==> config.mk <==
export PLATFORM = sky130hd
export DESIGN_NAME = pipeline_hazard_sequencer
export DESIGN_NICKNAME = d
export VERILOG_FILES = /design/src/rtl/pipeline_hazard_sequencer_pkg.sv /design/src/rtl/pipeline_hazard_sequencer_sat_counter.sv /design/src/rtl/pipeline_hazard_sequencer.sv
export SDC_FILE = /design/constraint.sdc
export NUM_CORES = 1
export LEC_CHECK = 0
export CORE_MARGIN = 2
export CORE_UTILIZATION = 43
export DETAILED_ROUTE_END_ITERATION = 8
export PLACE_DENSITY = 0.81
export SETUP_SLACK_MARGIN = 0.3
export SLEW_MARGIN = 20
export SYNTH_ARGS = -nofsm -noshare
export SYNTH_HDL_FRONTEND = slang
export SYNTH_SLANG_ARGS = --single-unit
==> constraint.sdc <==
create_clock -name clk -period 2.74 [get_ports clk]
set_input_delay 0.548 -clock clk [delete_from_list [all_inputs] [get_ports clk]]
set_output_delay 0.548 -clock clk [all_outputs]
set_load 0.03 [all_outputs]
==> src/rtl/pipeline_hazard_sequencer_pkg.sv <==
// ============================================================================
// Module  : hazard_pkg
// Brief   : Shared types and constants for the pipeline hazard sequencer.
// Revision: 1.0
// ============================================================================
`default_nettype none

package hazard_pkg;

  typedef enum logic [1:0] {
    ST_RUN      = 2'd0,
    ST_FLUSH    = 2'd1,
    ST_MEM_WAIT = 2'd2
  } state_e;

  localparam int CNT_W_DEFAULT = 16;
  localparam int FLUSH_MIN     = 1;
  localparam int FLUSH_MAX     = 7;
  localparam int CD_W          = 3;

  // Out-of-range flush lengths are clamped into the legal 1..7 window.
  function automatic int flush_cycles_legal(input int n);
    if (n < FLUSH_MIN) return FLUSH_MIN;
    if (n > FLUSH_MAX) return FLUSH_MAX;
    return n;
  endfunction

endpackage

`default_nettype wire

==> src/rtl/pipeline_hazard_sequencer_sat_counter.sv <==
// ============================================================================
// Module  : sat_counter
// Brief   : Saturating up-counter with synchronous clear.
// Revision: 1.0
// ============================================================================
`default_nettype none

module sat_counter #(
  parameter int WIDTH = 16
) (
  input  logic             clk,
  input  logic             rst,
  input  logic             inc_i,
  input  logic             clr_i,
  output logic [WIDTH-1:0] count_o
);

  logic [WIDTH-1:0] count_q;

  always_ff @(posedge clk or negedge rst) begin
    if (!rst) begin
      count_q <= '0;
    end else if (clr_i) begin
      count_q <= '0;
    end else if (inc_i && (count_q != '1)) begin
      count_q <= count_q + 1'b1;
    end
  end

  assign count_o = count_q;

endmodule

`default_nettype wire

==> src/rtl/pipeline_hazard_sequencer.sv <==
// ============================================================================
// Module  : pipeline_hazard_sequencer
// Brief   : Stall/flush/redirect control for a 5-stage pipeline with counters.
// Revision: 1.0
// ============================================================================
`default_nettype none

module pipeline_hazard_sequencer
  import hazard_pkg::*;
#(
  parameter int XLEN         = 32,
  parameter int FLUSH_CYCLES = 2,
  parameter int CNT_W        = CNT_W_DEFAULT
) (
  input  logic             clk,
  input  logic             rst,
  input  logic [4:0]       rs1D,
  input  logic [4:0]       rs2D,
  input  logic [4:0]       rdE,
  input  logic             MemReadE,
  input  logic             PCsrcE,
  input  logic [XLEN-1:0]  PCtargetE,
  input  logic             dmem_req,
  input  logic             dmem_ready,
  input  logic             cnt_clr,
  output logic             StallF,
  output logic             StallD,
  output logic             StallE,
  output logic             StallM,
  output logic             FlushD,
  output logic             FlushE,
  output logic             PCsel,
  output logic [XLEN-1:0]  PCredirect,
  output logic [1:0]       state_o,
  output logic [CNT_W-1:0] lu_cnt,
  output logic [CNT_W-1:0] br_cnt,
  output logic [CNT_W-1:0] mw_cnt
);

  localparam int             FLUSH_EFF  = flush_cycles_legal(FLUSH_CYCLES);
  localparam logic [CD_W-1:0] FLUSH_LOAD = CD_W'(FLUSH_EFF - 1);

  state_e          state_q, state_d;
  logic [CD_W-1:0] cd_q, cd_d;

  logic freeze, branch, loaduse;
  logic lu_hit, br_hit, mw_hit;

  assign freeze  = dmem_req & ~dmem_ready;
  assign branch  = PCsrcE & ~freeze;
  assign loaduse = MemReadE & (rdE != 5'd0) & ((rdE == rs1D) | (rdE == rs2D))
                   & ~freeze & ~branch;

  always_ff @(posedge clk or negedge rst) begin
    if (!rst) begin
      state_q <= ST_RUN;
      cd_q    <= '0;
    end else begin
      state_q <= state_d;
      cd_q    <= cd_d;
    end
  end

  // Outputs are forced low while reset is held so they drop without a clock.
  always_comb begin
    state_d    = state_q;
    cd_d       = cd_q;
    StallF     = 1'b0;
    StallD     = 1'b0;
    StallE     = 1'b0;
    StallM     = 1'b0;
    FlushD     = 1'b0;
    FlushE     = 1'b0;
    PCsel      = 1'b0;
    PCredirect = '0;
    lu_hit     = 1'b0;
    br_hit     = 1'b0;
    mw_hit     = 1'b0;
    if (rst) begin
      if (freeze) begin
        StallF  = 1'b1;
        StallD  = 1'b1;
        StallE  = 1'b1;
        StallM  = 1'b1;
        mw_hit  = 1'b1;
        state_d = ST_MEM_WAIT;
      end else if (branch) begin
        PCsel      = 1'b1;
        PCredirect = PCtargetE;
        FlushD     = 1'b1;
        FlushE     = 1'b1;
        br_hit     = 1'b1;
        cd_d       = FLUSH_LOAD;
        state_d    = (FLUSH_LOAD != '0) ? ST_FLUSH : ST_RUN;
      end else if (state_q == ST_FLUSH) begin
        FlushD = 1'b1;
        FlushE = 1'b1;
        if (cd_q != '0) cd_d = cd_q - 1'b1;
        state_d = (cd_q <= CD_W'(1)) ? ST_RUN : ST_FLUSH;
      end else if (state_q == ST_MEM_WAIT) begin
        // Resume any flush sequence that the memory wait interrupted.
        state_d = (cd_q != '0) ? ST_FLUSH : ST_RUN;
      end else if (loaduse) begin
        StallF = 1'b1;
        StallD = 1'b1;
        FlushE = 1'b1;
        lu_hit = 1'b1;
      end
    end
  end

  assign state_o = state_q;

  sat_counter #(.WIDTH(CNT_W)) u_lu_cnt (
    .clk     (clk),
    .rst     (rst),
    .inc_i   (lu_hit),
    .clr_i   (cnt_clr),
    .count_o (lu_cnt)
  );

  sat_counter #(.WIDTH(CNT_W)) u_br_cnt (
    .clk     (clk),
    .rst     (rst),
    .inc_i   (br_hit),
    .clr_i   (cnt_clr),
    .count_o (br_cnt)
  );

  sat_counter #(.WIDTH(CNT_W)) u_mw_cnt (
    .clk     (clk),
    .rst     (rst),
    .inc_i   (mw_hit),
    .clr_i   (cnt_clr),
    .count_o (mw_cnt)
  );

endmodule

`default_nettype wire

-- Word level (Yosys, flattened, before mapping)
Cells that the tools add are included.
- word-level logic and storage cells: 79
- ROM bits: 0
- memories kept: 0
- flip-flop bits (word level): 53
- bits in latches: 0
- RAM bits: 0
- eq/ne operators: 7
- $lt $le $gt $ge: 1
- multipliers: 0
- reduce and logical (&&, ||, !) cells: 13
- shift operators: 0
- divide/modulo/power cells: 0
- bitwise gates (word level): 10
- add/sub/neg operators: 4
- muxes and demuxes: 39
- operators with widths (kind ; number):
    2-to-1 mux 16 bit ; 6
    2-to-1 mux 32 bit ; 3
    adder 16 x 1 -> 16 bit (second input constant) ; 3
    inequality test 16 bit (second input constant) ; 3
    2-to-1 mux 1 bit ; 23
    == test 5 bit ; 2
    nonzero test 2 bit ; 5
    2-to-1 mux 3 bit ; 3
    2-to-1 mux 2 bit ; 4
    AND 1 bit ; 6
    nonzero test 5 bit ; 1
    AND reduction 4 bit ; 1
    nonzero test 4 bit ; 1
    <= comparator 3 x 1 -> 1 bit (second input constant) ; 1
    logical AND 1 bit ; 3
    inverter 1 bit ; 3
    nonzero test 3 bit ; 1
    subtractor 3 x 1 -> 3 bit (second input constant) ; 1
    == test 2 x 1 -> 1 bit (second input constant) ; 1
    == test 2 bit (second input constant) ; 1
    AND reduction 2 bit ; 1
    OR 1 bit ; 1

-- Depth between registers and ports, before layout
Gate-level depths: netlist of run 1.
- depth in word-level cells: 15
- depth in mapped cells: 9
- depth with buffers taken out: 7

-- By module
Synthesis of run 1 repeated with hierarchy kept, for this count alone.
- cell total of the unflattened synthesis: 396
- area, all modules: 3565.9 um^2
- by module, submodules not included (module ; seq. area each (um^2) ; cells an instance ; area each (um^2) ; times used):
    sat_counter at u_br_cnt ... ; 400.4 ; 98 ; 942.2 ; 2
    sat_counter at u_mw_cnt ; 400.4 ; 96 ; 900.9 ; 1
    pipeline_hazard_sequencer ; 125.1 ; 104 ; 780.7 ; 1

-- Worst setup path before layout of run 1
OpenSTA, ideal clock, no wires.
- kind: input -> output
- from: input rdE[2]
- to: output StallF
- setup slack: 0.183 ns
- path buffers: 2
- arrival time: 2.009 ns
- data required time: 2.192 ns
- cell stages on the path: 7
- cells stage by stage: xor2_1 > nor3_1 > a22oi_1 > clkbuf_1 > o41ai_1 > and2_1 > buf_4
- word-level cells in the longest chain between the ends: 11
- elaborated cells on any way between the ends: 14
- classes of those cells: eq/ne (2); mux (6); bitwise (5); reduce/logical (1)
- RTL lines (what ; line ; RTL):
    start: declaration ; pipeline_hazard_sequencer.sv:19 ; input logic [4:0] rdE,
    == test 5 bit / nonzero test 5 bit (equally long branches) ; pipeline_hazard_sequencer.sv:51 ; assign loaduse = MemReadE & (rdE != 5'd0) & ((rdE == rs1D) | (rdE == rs2D))
    OR 1 bit / AND 1 bit (equally long branches) ; pipeline_hazard_sequencer.sv:51 ;
    AND 1 bit * ; pipeline_hazard_sequencer.sv:51 ;
    AND 1 bit * (2 in series) ; pipeline_hazard_sequencer.sv:52 ; & ~freeze & ~branch;
    2-to-1 mux 1 bit * (6 in series) ; -- ;
    end: declaration ; pipeline_hazard_sequencer.sv:26 ; output logic StallF,
Mark *: on every way between the ends. The rest lies on a longest branch, timed or not.

-- Worst setup path after layout of run 1
- from: input rdE[1]
- to: output StallD
- word-level cells in the longest chain between the ends: 11
- elaborated cells on any way between the ends: 14
- classes of those cells: eq/ne (2); mux (6); bitwise (5); reduce/logical (1)
- RTL lines (what ; line ; RTL):
    == test 5 bit / nonzero test 5 bit (equally long branches) ; pipeline_hazard_sequencer.sv:51 ;
    OR 1 bit / AND 1 bit (equally long branches) ; pipeline_hazard_sequencer.sv:51 ;
    AND 1 bit * ; pipeline_hazard_sequencer.sv:51 ;
    AND 1 bit * (2 in series) ; pipeline_hazard_sequencer.sv:52 ;
    2-to-1 mux 1 bit * ; pipeline_hazard_sequencer.sv:103 ; end else if (loaduse) begin
    2-to-1 mux 1 bit * ; pipeline_hazard_sequencer.sv:100 ; end else if (state_q == ST_MEM_WAIT) begin
    2-to-1 mux 1 bit * ; pipeline_hazard_sequencer.sv:95 ; end else if (state_q == ST_FLUSH) begin
    2-to-1 mux 1 bit * ; pipeline_hazard_sequencer.sv:87 ; end else if (branch) begin
    2-to-1 mux 1 bit * ; pipeline_hazard_sequencer.sv:80 ; if (freeze) begin
    2-to-1 mux 1 bit * ; pipeline_hazard_sequencer.sv:79 ; if (rst) begin
    end: declaration ; pipeline_hazard_sequencer.sv:27 ; output logic StallD,
Marked as above.

==> results of run 1 <==
## repair_timing
item                                    4_1_cts  5_1_grt
cloned                                        2        1
hold buffers                                  0        0
hold endpoints to repair                      0        0
endpoints found under the setup margin       47       33
setup buffers                                 5        8
pin swaps                                    10       17
resized for setup                            44       43
## routing by layer
| metal | track usage [%] | wire (um) |
|---|---|---|
| met4 | 8.33 | 191 |
| met5 | 0 | 0 |
| met2 | 42.2 | 5500 |
| met3 | 2.52 | 475 |
| met1 | 26.2 | 3830 |
## registers in the layout, indices dropped and copies added (netlist names)
register	cells
u_br_cnt.count_o	16
u_lu_cnt.count_o	16
u_mw_cnt.count_o	16
cd_q	3
state_o	2
## metrics by stage
| stage | hold slack [ns] | worst slack [ns] |
|---|---|---|
| after floorplan | 0.252 | 0.288 |
| after global placement | 0.423 | -0.293 |
| after detailed placement | 0.427 | -0.373 |
| after CTS | 0.0955 | 0.189 |
| after global routing | 0.0983 | 0.227 |
| final | 0.0949 | 0.276 |
## power breakdown
part | internal (mW) | switching (mW)
Clock | 0.183 | 0.271
Sequential | 0.813 | 0.0315
Combinational | 0.271 | 0.290
Total | 1.27 | 0.593
## logic make-up after synthesis
group	synth area share, %
AND/OR/NAND/NOR	32.0
multiplexers	2.25
flip-flops	39.2
AO/OA/AOI/OAI	9.35
XOR/XNOR	9.83
buffers and inverters	4.40
adder cells (fa/ha/maj)	2.96
## layout make-up
type	count	area (um2)	share of cell area, %
multi-input combinational	296	2050	38.8
timing repair buffer	180	1650	31.3
sequential	53	1330	25.1
tap	102	128	2.42
clock buffer	6	72.6	1.38
inverter	10	37.5	0.712
clock inverter	2	13.8	0.261
## cell usage in the layout, fill, tap and decap left out, types with 5 or more instances in the layout
master / instances
sky130_fd_sc_hd__nor2_1: 43
sky130_fd_sc_hd__inv_1: 9
sky130_fd_sc_hd__a21oi_1: 20
sky130_fd_sc_hd__or4_1: 10
sky130_fd_sc_hd__nor2b_1: 6
sky130_fd_sc_hd__xor2_1: 18
sky130_fd_sc_hd__dlygate4sd2_1: 5
sky130_fd_sc_hd__and2_1: 34
sky130_fd_sc_hd__clkdlybuf4s50_1: 83
sky130_fd_sc_hd__clkbuf_8: 5
sky130_fd_sc_hd__nor4_1: 6
sky130_fd_sc_hd__mux2_2: 5
sky130_fd_sc_hd__clkbuf_2: 7
sky130_fd_sc_hd__ha_1: 6
sky130_fd_sc_hd__dfrtp_1: 53
sky130_fd_sc_hd__nand3_1: 17
sky130_fd_sc_hd__buf_4: 63
sky130_fd_sc_hd__o31ai_1: 9
sky130_fd_sc_hd__nand2_1: 21
sky130_fd_sc_hd__buf_6: 7
sky130_fd_sc_hd__xnor2_1: 18
sky130_fd_sc_hd__buf_2: 6
sky130_fd_sc_hd__nor3_1: 5
sky130_fd_sc_hd__nand4_1: 11
## final timing paths
path | start | end | slack (ns) | cells after the start
min in group clk | u_br_cnt.count_o[9] | u_br_cnt.count_o[9] | 0.58 | 2
max | rdE[1] | StallD | 0.28 | 9
min reg2reg | u_br_cnt.count_o[9] | u_br_cnt.count_o[9] | 0.58 | 2
min | rst | u_lu_cnt.count_o[1] | 0.09 | 1
max reg2reg | state_o[1] | u_lu_cnt.count_o[14] | 0.38 | 8
max in group asynchronous | rst | u_br_cnt.count_o[5] | 2.10 | 2
==> impl_results.md, run 1 <==
* Worst setup EP type: primary output
* Async set-reset flop share out of synthesis at 100%
* Max capacitance violation total at 0
* Final routed DRC violation total at 0
* Slew at the pin with the worst max-slew slack at 0.584 ns
* Warnings from Yosys at 0
* Clock root buffer: sky130_fd_sc_hd__clkbuf_8
* Relative area change from synthesis to final layout at 55.8%
* Top FF cell, synth: sky130_fd_sc_hd__dfrtp_1
* Final-layout fill cell count at 631
* Insertion delay to the later sink of the worst-skew pair at 0.31 ns
* Setup crit start kind: primary input
* Overall power at 1.86 mW
* Dpl cell area at 4950 um2
* Number of nets produced by synthesis at 442
* Signal arrival time at the worst endpoint at 1.92 ns
* Class of the tightest hold or removal check: primary input to async pin
* First-pass GRT wire length at 15800 um
* Avg Inst Size Synth at 8.91 um2
* Count of boundary I/O pins at 143
* Average wire length per cell after detail routing at 15.4 um
* Max Freq at 406 MHz
* Core footprint at 7690 um2
* Most frequently used cell type in the post-synthesis netlist: sky130_fd_sc_hd__dfrtp_1
* Post-Layout Inst Area at 5270 um2
* Cell total after placement at 625
* Global route overflow at 0
* Number of enable-type register cells in the synthesized netlist at 0
* Slowest-stage cell, CP: sky130_fd_sc_hd__o41ai_4
* Share of the synthesized area in the top cell type at 39.2%
* Total global-route track usage at 22.5%
* Total Die Area at 8600 um2
* Maximum clock path buffer count at 2
* DIE WIDTH at 92.7 um
* RSZ-0062 raised after global routing: true
* Required @ worst endpoint at 2.19 ns
* Power per unit of standard cell area at 353 nW/um2
* DR vias/cell at 5.33
* Total number of placement rows at 32
* Htree depth at 2
* Critical Setup Path Class: primary input to primary output
* Cell seen most often among critical-path stages: sky130_fd_sc_hd__buf_6
* Cell breakdown of the critical path: buf_4 > buf_6 > xor2_2 > nor2_2 > a22oi_2 > buf_6 > o41ai_4 > and2_4 > buf_6
* Num Clock Sinks at 53
* Final routed wirelength across all metal layers at 10000 um
* Leakage component of the power at 2.22 nW
* Count of final max-slew check failures at 0
* Most used standard cells in the synthesized netlist: sky130_fd_sc_hd__dfrtp_1, sky130_fd_sc_hd__nor2_1, sky130_fd_sc_hd__and2_1, sky130_fd_sc_hd__nand2_1
* Part of the Yosys area used for sequential elements at 39.2%
* Top cells by area in the synthesized netlist: sky130_fd_sc_hd__dfrtp_1, sky130_fd_sc_hd__and2_1, sky130_fd_sc_hd__xor2_1
* Final standard cell count with taps included and fillers excluded at 649
* Worst stage delay on the critical path at 0.26 ns
* Effective utilization at floorplan at 44.0%
* Synth Register Bits at 53
* Iteration-0 DRC Markers at 153
* Max-Slew Margin vs Limit at 60.7%
* CTS Buf Count at 5
* End-of-flow core utilization at 68.6%
* Run status: complete, no violations
* Die Y-Extent at 92.7 um
* Family with the most delay on the worst path: buffers and inverters
* Share of cells above drive strength 1 at 24.1%
* Clk_skew at 0.00738 ns
* HPWL Detailed at 7130 um
* Via count of the first global-routing pass at 3356
* Critical path peak fanout at 3
* Count of input and output buffers at 142
* Cell taking the most area after synthesis: sky130_fd_sc_hd__dfrtp_1
* Clock-pin slew reported for the worst setup and hold paths after clock tree synthesis at 0.10 ns
* Largest voltage drop on the vdd net at 0.221 mV
* Total number of vias at 3459
* Period minus WS final at 2.46 ns
* Final hold violation count at 0
* Net count, final at 608
* Maximum number of pins on one net before global-route repair at 55
* Diode count at 0
* Number of antenna violations at the first check in global routing at 0
* TritonCTS clock tree: done
* Tcrit/Tclk final at 89.9%
* Setup-violating endpoint count in the final report at 0
* Cell Area, Synth at 3390 um2
* Number of iterations in the first detailed-routing pass at 4
* Distinct cell type count of the synthesized netlist at 49
* Routability congestion estimate from global placement at 0.866
* Antenna Nets Post-Route at 0
* Cell count after synthesis at 380
* Number of buffers and inverters on the critical path at 4
* Setup TNS at 0 ns
Power figures use the tool's default switching activity.
==> run 2: changes to the inputs <==
- CORE_UTILIZATION: 43 -> 35
- PLACE_DENSITY: 0.81 -> unset
- PLACE_DENSITY_LB_ADDON: unset -> 0.3
==> impl_results.md, run 2 (same netlist as run 1, synthesis figures left out) <==
* Average wire length per cell after detail routing at 15.7 um (+1.8%)
* Critical path peak fanout at 3 (unchanged)
* Effective utilization at floorplan at 36.3% (-7.7 points)
* Final routed DRC violation total at 0 (unchanged)
* Count of final max-slew check failures at 0 (unchanged)
* Max Freq at 409 MHz (+0.74%)
* Leakage component of the power at 2.38 nW (+7.2%)
* Number of buffers and inverters on the critical path at 3 (-1)
* Die Y-Extent at 102 um (+10%)
* Total number of placement rows at 35 (+9.4%)
* Max-Slew Margin vs Limit at 51.9% (-8.8 points)
* Clock-pin slew reported for the worst setup and hold paths after clock tree synthesis at 0.10 ns (about the same)
* Slew at the pin with the worst max-slew slack at 0.721 ns (+0.137 ns)
* Count of boundary I/O pins at 143 (unchanged)
* Count of input and output buffers at 142 (unchanged)
* Family with the most delay on the worst path: simple AND/OR/NAND/NOR gates
* Total Die Area at 10500 um2 (+22%)
* Cell breakdown of the critical path: buf_4 > or4_4 > o211ai_2 > buf_4 > o41ai_4 > and2_4 > buf_6
* DR vias/cell at 5.02 (-5.8%)
* Largest voltage drop on the vdd net at 0.237 mV (+7.0%)
* Final hold violation count at 0 (unchanged)
* Clk_skew at 0.00792 ns (+0.000539 ns)
* Insertion delay to the later sink of the worst-skew pair at 0.31 ns (about the same)
* DIE WIDTH at 102 um (+10%)
* Net count, final at 611 (+0.49%)
* Clock root buffer: sky130_fd_sc_hd__clkbuf_8
* CTS Buf Count at 5 (unchanged)
* Iteration-0 DRC Markers at 68 (-56%)
* Max capacitance violation total at 0 (unchanged)
* Cell seen most often among critical-path stages: sky130_fd_sc_hd__buf_4
* Most frequent cells in the layout: sky130_fd_sc_hd__clkdlybuf4s50_1, sky130_fd_sc_hd__dfrtp_1, sky130_fd_sc_hd__nor2_1
* Period minus WS final at 2.45 ns (-0.0180 ns)
* TritonCTS clock tree: done
* Maximum number of pins on one net before global-route repair at 40 (-27%)
* Run status: complete, no violations
* Power per unit of standard cell area at 358 nW/um2 (+1.5%)
* Number of iterations in the first detailed-routing pass at 4 (unchanged)
* HPWL Detailed at 7220 um (+1.3%)
* Relative area change from synthesis to final layout at 65.7%
* Required @ worst endpoint at 2.19 ns (about the same)
* Reg-to-Reg End: u_lu_cnt.count_o[12]
* Setup-violating endpoint count in the final report at 0 (unchanged)
* Setup crit start kind: primary input
* Post-cts hold buffer count at 0 (unchanged)
* Number of antenna violations at the first check in global routing at 0 (unchanged)
* Global route overflow at 0 (unchanged)
* Final routed wirelength across all metal layers at 10700 um (+6.5%)
* Worst-case register-to-register setup slack at 0.34 ns (-0.04 ns)
* Tcrit/Tclk final at 89.3% (-0.66 points)
* RSZ-0062 raised after global routing: true
* Total global-route track usage at 20.5% (-2.0 points)
* Worst setup EP type: primary output
* Num Clock Sinks at 53 (unchanged)
* Worst stage delay on the critical path at 0.54 ns (+0.28 ns)
* Setup TNS at 0 ns (unchanged)
* Slowest-stage cell, CP: sky130_fd_sc_hd__or4_4
* Worst r2r src: state_o[0]
* Htree depth at 2 (unchanged)
* Via count of the first global-routing pass at 3375 (+0.57%)
* Overall power at 2.01 mW (+8.0%)
* Share of cells above drive strength 1 at 29.8% (+5.7 points)
* Commonest non-fill, non-tap cell in the layout: sky130_fd_sc_hd__clkdlybuf4s50_1
* Signal arrival time at the worst endpoint at 1.90 ns (-0.02 ns)
* R2R depth at 9 (+1)
* Class of the tightest hold or removal check: primary input to async pin
* Antenna Nets Post-Route at 0 (unchanged)
* Diode count at 0 (unchanged)
* Minimum hold slack at 0.285 ns (+0.190 ns)
* Total number of vias at 3410 (-1.4%)
* First-pass GRT wire length at 16700 um (+6.0%)
* Critical Setup Path Class: primary input to primary output
* Core footprint at 9330 um2 (+21%)
* Routability congestion estimate from global placement at 0.852 (-1.6%)
* Maximum clock path buffer count at 2 (unchanged)
==> run 2: how the worst max path moves through the flow <==
stage,from,to,cells after the start
3_3_place_gp,rdE[1],FlushE,6
6_report,rdE[2],StallD,7
4_1_cts,state_o[0],StallD,8
3_5_place_dp,rdE[1],FlushE,6
5_1_grt,state_o[0],u_lu_cnt.count_o[4],9
2_1_floorplan,rdE[2],StallF,7
==> run 2: what timing repair did <==
item	in CTS	in global routing
gates cloned	3	1
gates resized for setup	98	47
pin swaps	9	17
endpoints found under the hold margin	0	0
endpoints found under the setup margin	44	28
buffers inserted	12	3
==> run 2: through the flow <==
stage          setup slack (ns)  std cells  instance area, um2  utilization (%)
6_report                  0.294        679                5610             60.1
3_3_place_gp             -0.321        652                4980             53.4
4_1_cts                   0.242        675                5470             58.6
5_1_grt                   0.229        679                5610             60.1
3_5_place_dp             -0.348        652                4980             53.4
2_1_floorplan             0.288        380                3390                -
==> run 2: final cells by class <==
type                    instances  area [um2]
repair buffers                184        1860
flip-flops and latches         53        1330
clock inverters                 3        43.8
multi-input cells             295        2110
well taps                     129         161
fillers                       810        3720
inverters                      10        37.5
clock buffers                   5        68.8
==> run 2: layer usage <==
layer | share of wire, % | wire length (um) | global-route usage [%] | vias up
li1 | - | - | - | 1665
met1 | 43 | 4590 | 25.6 | 1633
met2 | 52 | 5500 | 36.7 | 108
met3 | 4.9 | 526 | 4.31 | 4
met4 | 0.39 | 42 | 4.00 | 0
met5 | 0 | 0 | 0 | -
==> run 2: report_power, final <==
group	total [mW]	internal (mW)	switching [mW]
logic	0.608	0.305	0.303
registers	0.845	0.813	0.0323
clock network	0.557	0.275	0.282
total	2.01	1.39	0.617
==> run 3: changes to the inputs <==
- CORE_ASPECT_RATIO: unset -> 0.5
==> impl_results.md, run 3 (same netlist as run 1, synthesis figures left out) <==
* Required @ worst endpoint at 2.19 ns (about the same)
* Period minus WS final at 2.49 ns (+0.0442 ns)
* Post-cts hold buffer count at 0 (unchanged)
* Net count, final at 603 (-1.3%)
* Maximum clock path buffer count at 2 (unchanged)
* Class of the tightest hold or removal check: primary input to async pin
* Worst stage delay on the critical path at 0.42 ns (-0.12 ns)
* Final routed DRC violation total at 0 (unchanged)
* Total global-route track usage at 17.5% (-3.0 points)
* Power per unit of standard cell area at 384 nW/um2 (+7.1%)
* Average wire length per cell after detail routing at 13.4 um (-15%)
* Cell breakdown of the critical path: ha_4 > nor3b_2 > o211ai_2 > buf_4 > o41ai_2 > and2_4 > buf_6
* DR vias/cell at 4.84 (-3.7%)
* Run status: complete, no violations
* Dpl cell area at 4980 um2 (unchanged)
* Area occupied by registers at 1330 um2 (unchanged)
* Multi-input gate area in the final layout at 2010 um2 (-5.1%)
* HPWL Detailed at 6930 um (-4.0%)
* Final standard cell count with taps included and fillers excluded at 676 (-0.44%)
* Total number of placement rows at 25 (-29%)
* Max Freq at 402 MHz (-1.8%)
* DIE WIDTH at 143 um (+40%)
* RSZ-0062 raised after global routing: true
* Int Power at 1.43 mW (+3.0%)
* Number of iterations in the first detailed-routing pass at 4 (unchanged)
* Relative area change from synthesis to final layout at 55.6%
* Critical path peak fanout at 2 (-1)
* Global route overflow at 0 (unchanged)
* Clock-pin slew reported for the worst setup and hold paths after clock tree synthesis at 0.07 ns (-0.03 ns)
* Number of antenna violations at the first check in global routing at 0 (unchanged)
* End-of-flow core utilization at 56.0% (-4.2 points)
* First-pass GRT wire length at 14600 um (-13%)
* Htree depth at 2 (unchanged)
* Antenna Nets Post-Route at 0 (unchanged)
* Routability congestion estimate from global placement at 0.789 (-7.4%)
* Max-Slew Margin vs Limit at 58.8% (+6.9 points)
* Tcrit/Tclk final at 90.9% (+1.6 points)
* Max capacitance violation total at 0 (unchanged)
* Clock root buffer: sky130_fd_sc_hd__clkbuf_16
* Portion of total power attributed to the clock network at 31.6% (+3.9 points)
* Cell total after placement at 662 (+1.5%)
* Count of boundary I/O pins at 143 (unchanged)
* Share of power burned in registers at 41.9% (-0.2 points)
* Number of gates on the worst path with buffers counted at 7 (unchanged)
* Worst-case register-to-register setup slack at 0.38 ns (+0.04 ns)
* Count of input and output buffers at 142 (unchanged)
* Core footprint at 9420 um2 (+0.94%)
* Maximum number of pins on one net before global-route repair at 33 (-18%)
* Critical Setup Path Class: flop to primary output
* Diode count at 0 (unchanged)
* Signal arrival time at the worst endpoint at 1.94 ns (+0.04 ns)
* Worst setup EP type: primary output
* TritonCTS clock tree: done
* Final-layout fill cell count at 850 (+4.9%)
* Setup-violating endpoint count in the final report at 0 (unchanged)
* Insertion delay to the later sink of the worst-skew pair at 0.29 ns (-0.02 ns)
* Num Clock Sinks at 53 (unchanged)
* Final routed wirelength across all metal layers at 9050 um (-15%)
* Setup crit start kind: flop
* Via count of the first global-routing pass at 2993 (-11%)
* Effective utilization at floorplan at 36.0% (-0.34 points)
* Switching power summed over all nets at 0.587 mW (-4.9%)
* Count of final max-slew check failures at 0 (unchanged)
* Post-Layout Inst Area at 5270 um2 (-6.1%)
* Most frequent cells in the layout: sky130_fd_sc_hd__clkdlybuf4s50_1, sky130_fd_sc_hd__buf_4, sky130_fd_sc_hd__dfrtp_1
* CTS Buf Count at 5 (unchanged)
* Largest voltage drop on the vdd net at 0.230 mV (-3.0%)
* Slowest-stage cell, CP: sky130_fd_sc_hd__dfrtp_1
* Clk_skew at 0.00261 ns (-0.00531 ns)
* Die Y-Extent at 73.5 um (-28%)
* Reg-to-Reg End: u_lu_cnt.count_o[4]
* Sw Share at 29.0% (-1.7 points)
* Total number of vias at 3270 (-4.1%)
* Final hold violation count at 0 (unchanged)
* Leakage component of the power at 2.22 nW (-6.8%)
* Family with the most delay on the worst path: flip-flops
* Total Die Area at 10500 um2 (+0.45%)
* Commonest non-fill, non-tap cell in the layout: sky130_fd_sc_hd__clkdlybuf4s50_1
* Share of cells above drive strength 1 at 21.6% (-8.2 points)
* Slew at the pin with the worst max-slew slack at 0.617 ns (-0.103 ns)
* R2R depth at 9 (unchanged)
* Worst r2r src: state_o[1]
* Number of buffers and inverters on the critical path at 2 (-1)
* Combinational fraction of design power at 26.6% (-3.6 points)
* Iteration-0 DRC Markers at 227 (+230%)
## run 3: cell types whose count changed in the layout (fill, tap and decap cells not counted), sizes merged
cell | previous run | this run
buf | 86 | 77
bufinv | 1 | 0
clkbuf | 10 | 6
clkdlybuf4s15 | 4 | 2
clkdlybuf4s50 | 82 | 84
clkinv | 1 | 0
clkinvlp | 0 | 1
dlygate4sd2 | 5 | 11
inv | 11 | 10
## run 3: worst max-delay path by stage
stage	start	slack (ns)	endpoint
finish	state_o[1]	0.25	StallD
global placement	rdE[1]	-0.34	FlushE
floorplan	rdE[2]	0.29	StallF
detailed placement	rdE[1]	-0.35	FlushE
CTS	state_o[1]	0.27	StallF
global route	state_o[1]	0.17	StallF
## run 3: what timing repair did
action                                  4_1_cts  5_1_grt
gates resized for setup                      41       19
pin swaps                                     9       10
setup buffers                                 4        3
hold endpoints to repair                      0        0
endpoints found under the setup margin       44       16
## run 3: metal layers
metal	share of wire (%)	up-vias	routed length [um]	GRT usage [%]
met1	48	1535	4350	23.8
met2	47	68	4230	28.9
met4	0.99	0	90	3.85
li1	-	1658	-	-
met3	4.3	9	388	3.78
met5	0	-	0	0
## run 3: cell type report
| class | instances | area share, % |
|---|---|---|
| Tap cell | 135 | 3.21 |
| Sequential cell | 53 | 25.2 |
| Clock inverter | 1 | 0.142 |
| Clock buffer | 6 | 2.64 |
| Inverter | 10 | 0.712 |
| Timing Repair Buffer | 176 | 30.0 |
| Multi-Input combinational cell | 295 | 38.1 |
## run 3: per-stage QoR
step | hold slack, ns | TNS, ns | setup slack, ns | power, mW
floorplan | 0.252 | 0 | 0.288 | 1.13
global placement | 0.411 | -0.762 | -0.339 | 1.35
detailed placement | 0.410 | -0.971 | -0.349 | 1.35
CTS | 0.0954 | 0 | 0.268 | 2.01
global route | 0.0961 | 0 | 0.170 | 2.14
finish | 0.105 | 0 | 0.250 | 2.02
## run 3: power by group through the flow
stage	combinational, mW	sequential, mW	clock [mW]
finish	0.537	0.846	0.638
floorplan	0.252	0.877	0
global placement	0.484	0.862	0
CTS	0.514	0.843	0.656
detailed placement	0.493	0.862	0
global route	0.587	0.852	0.699
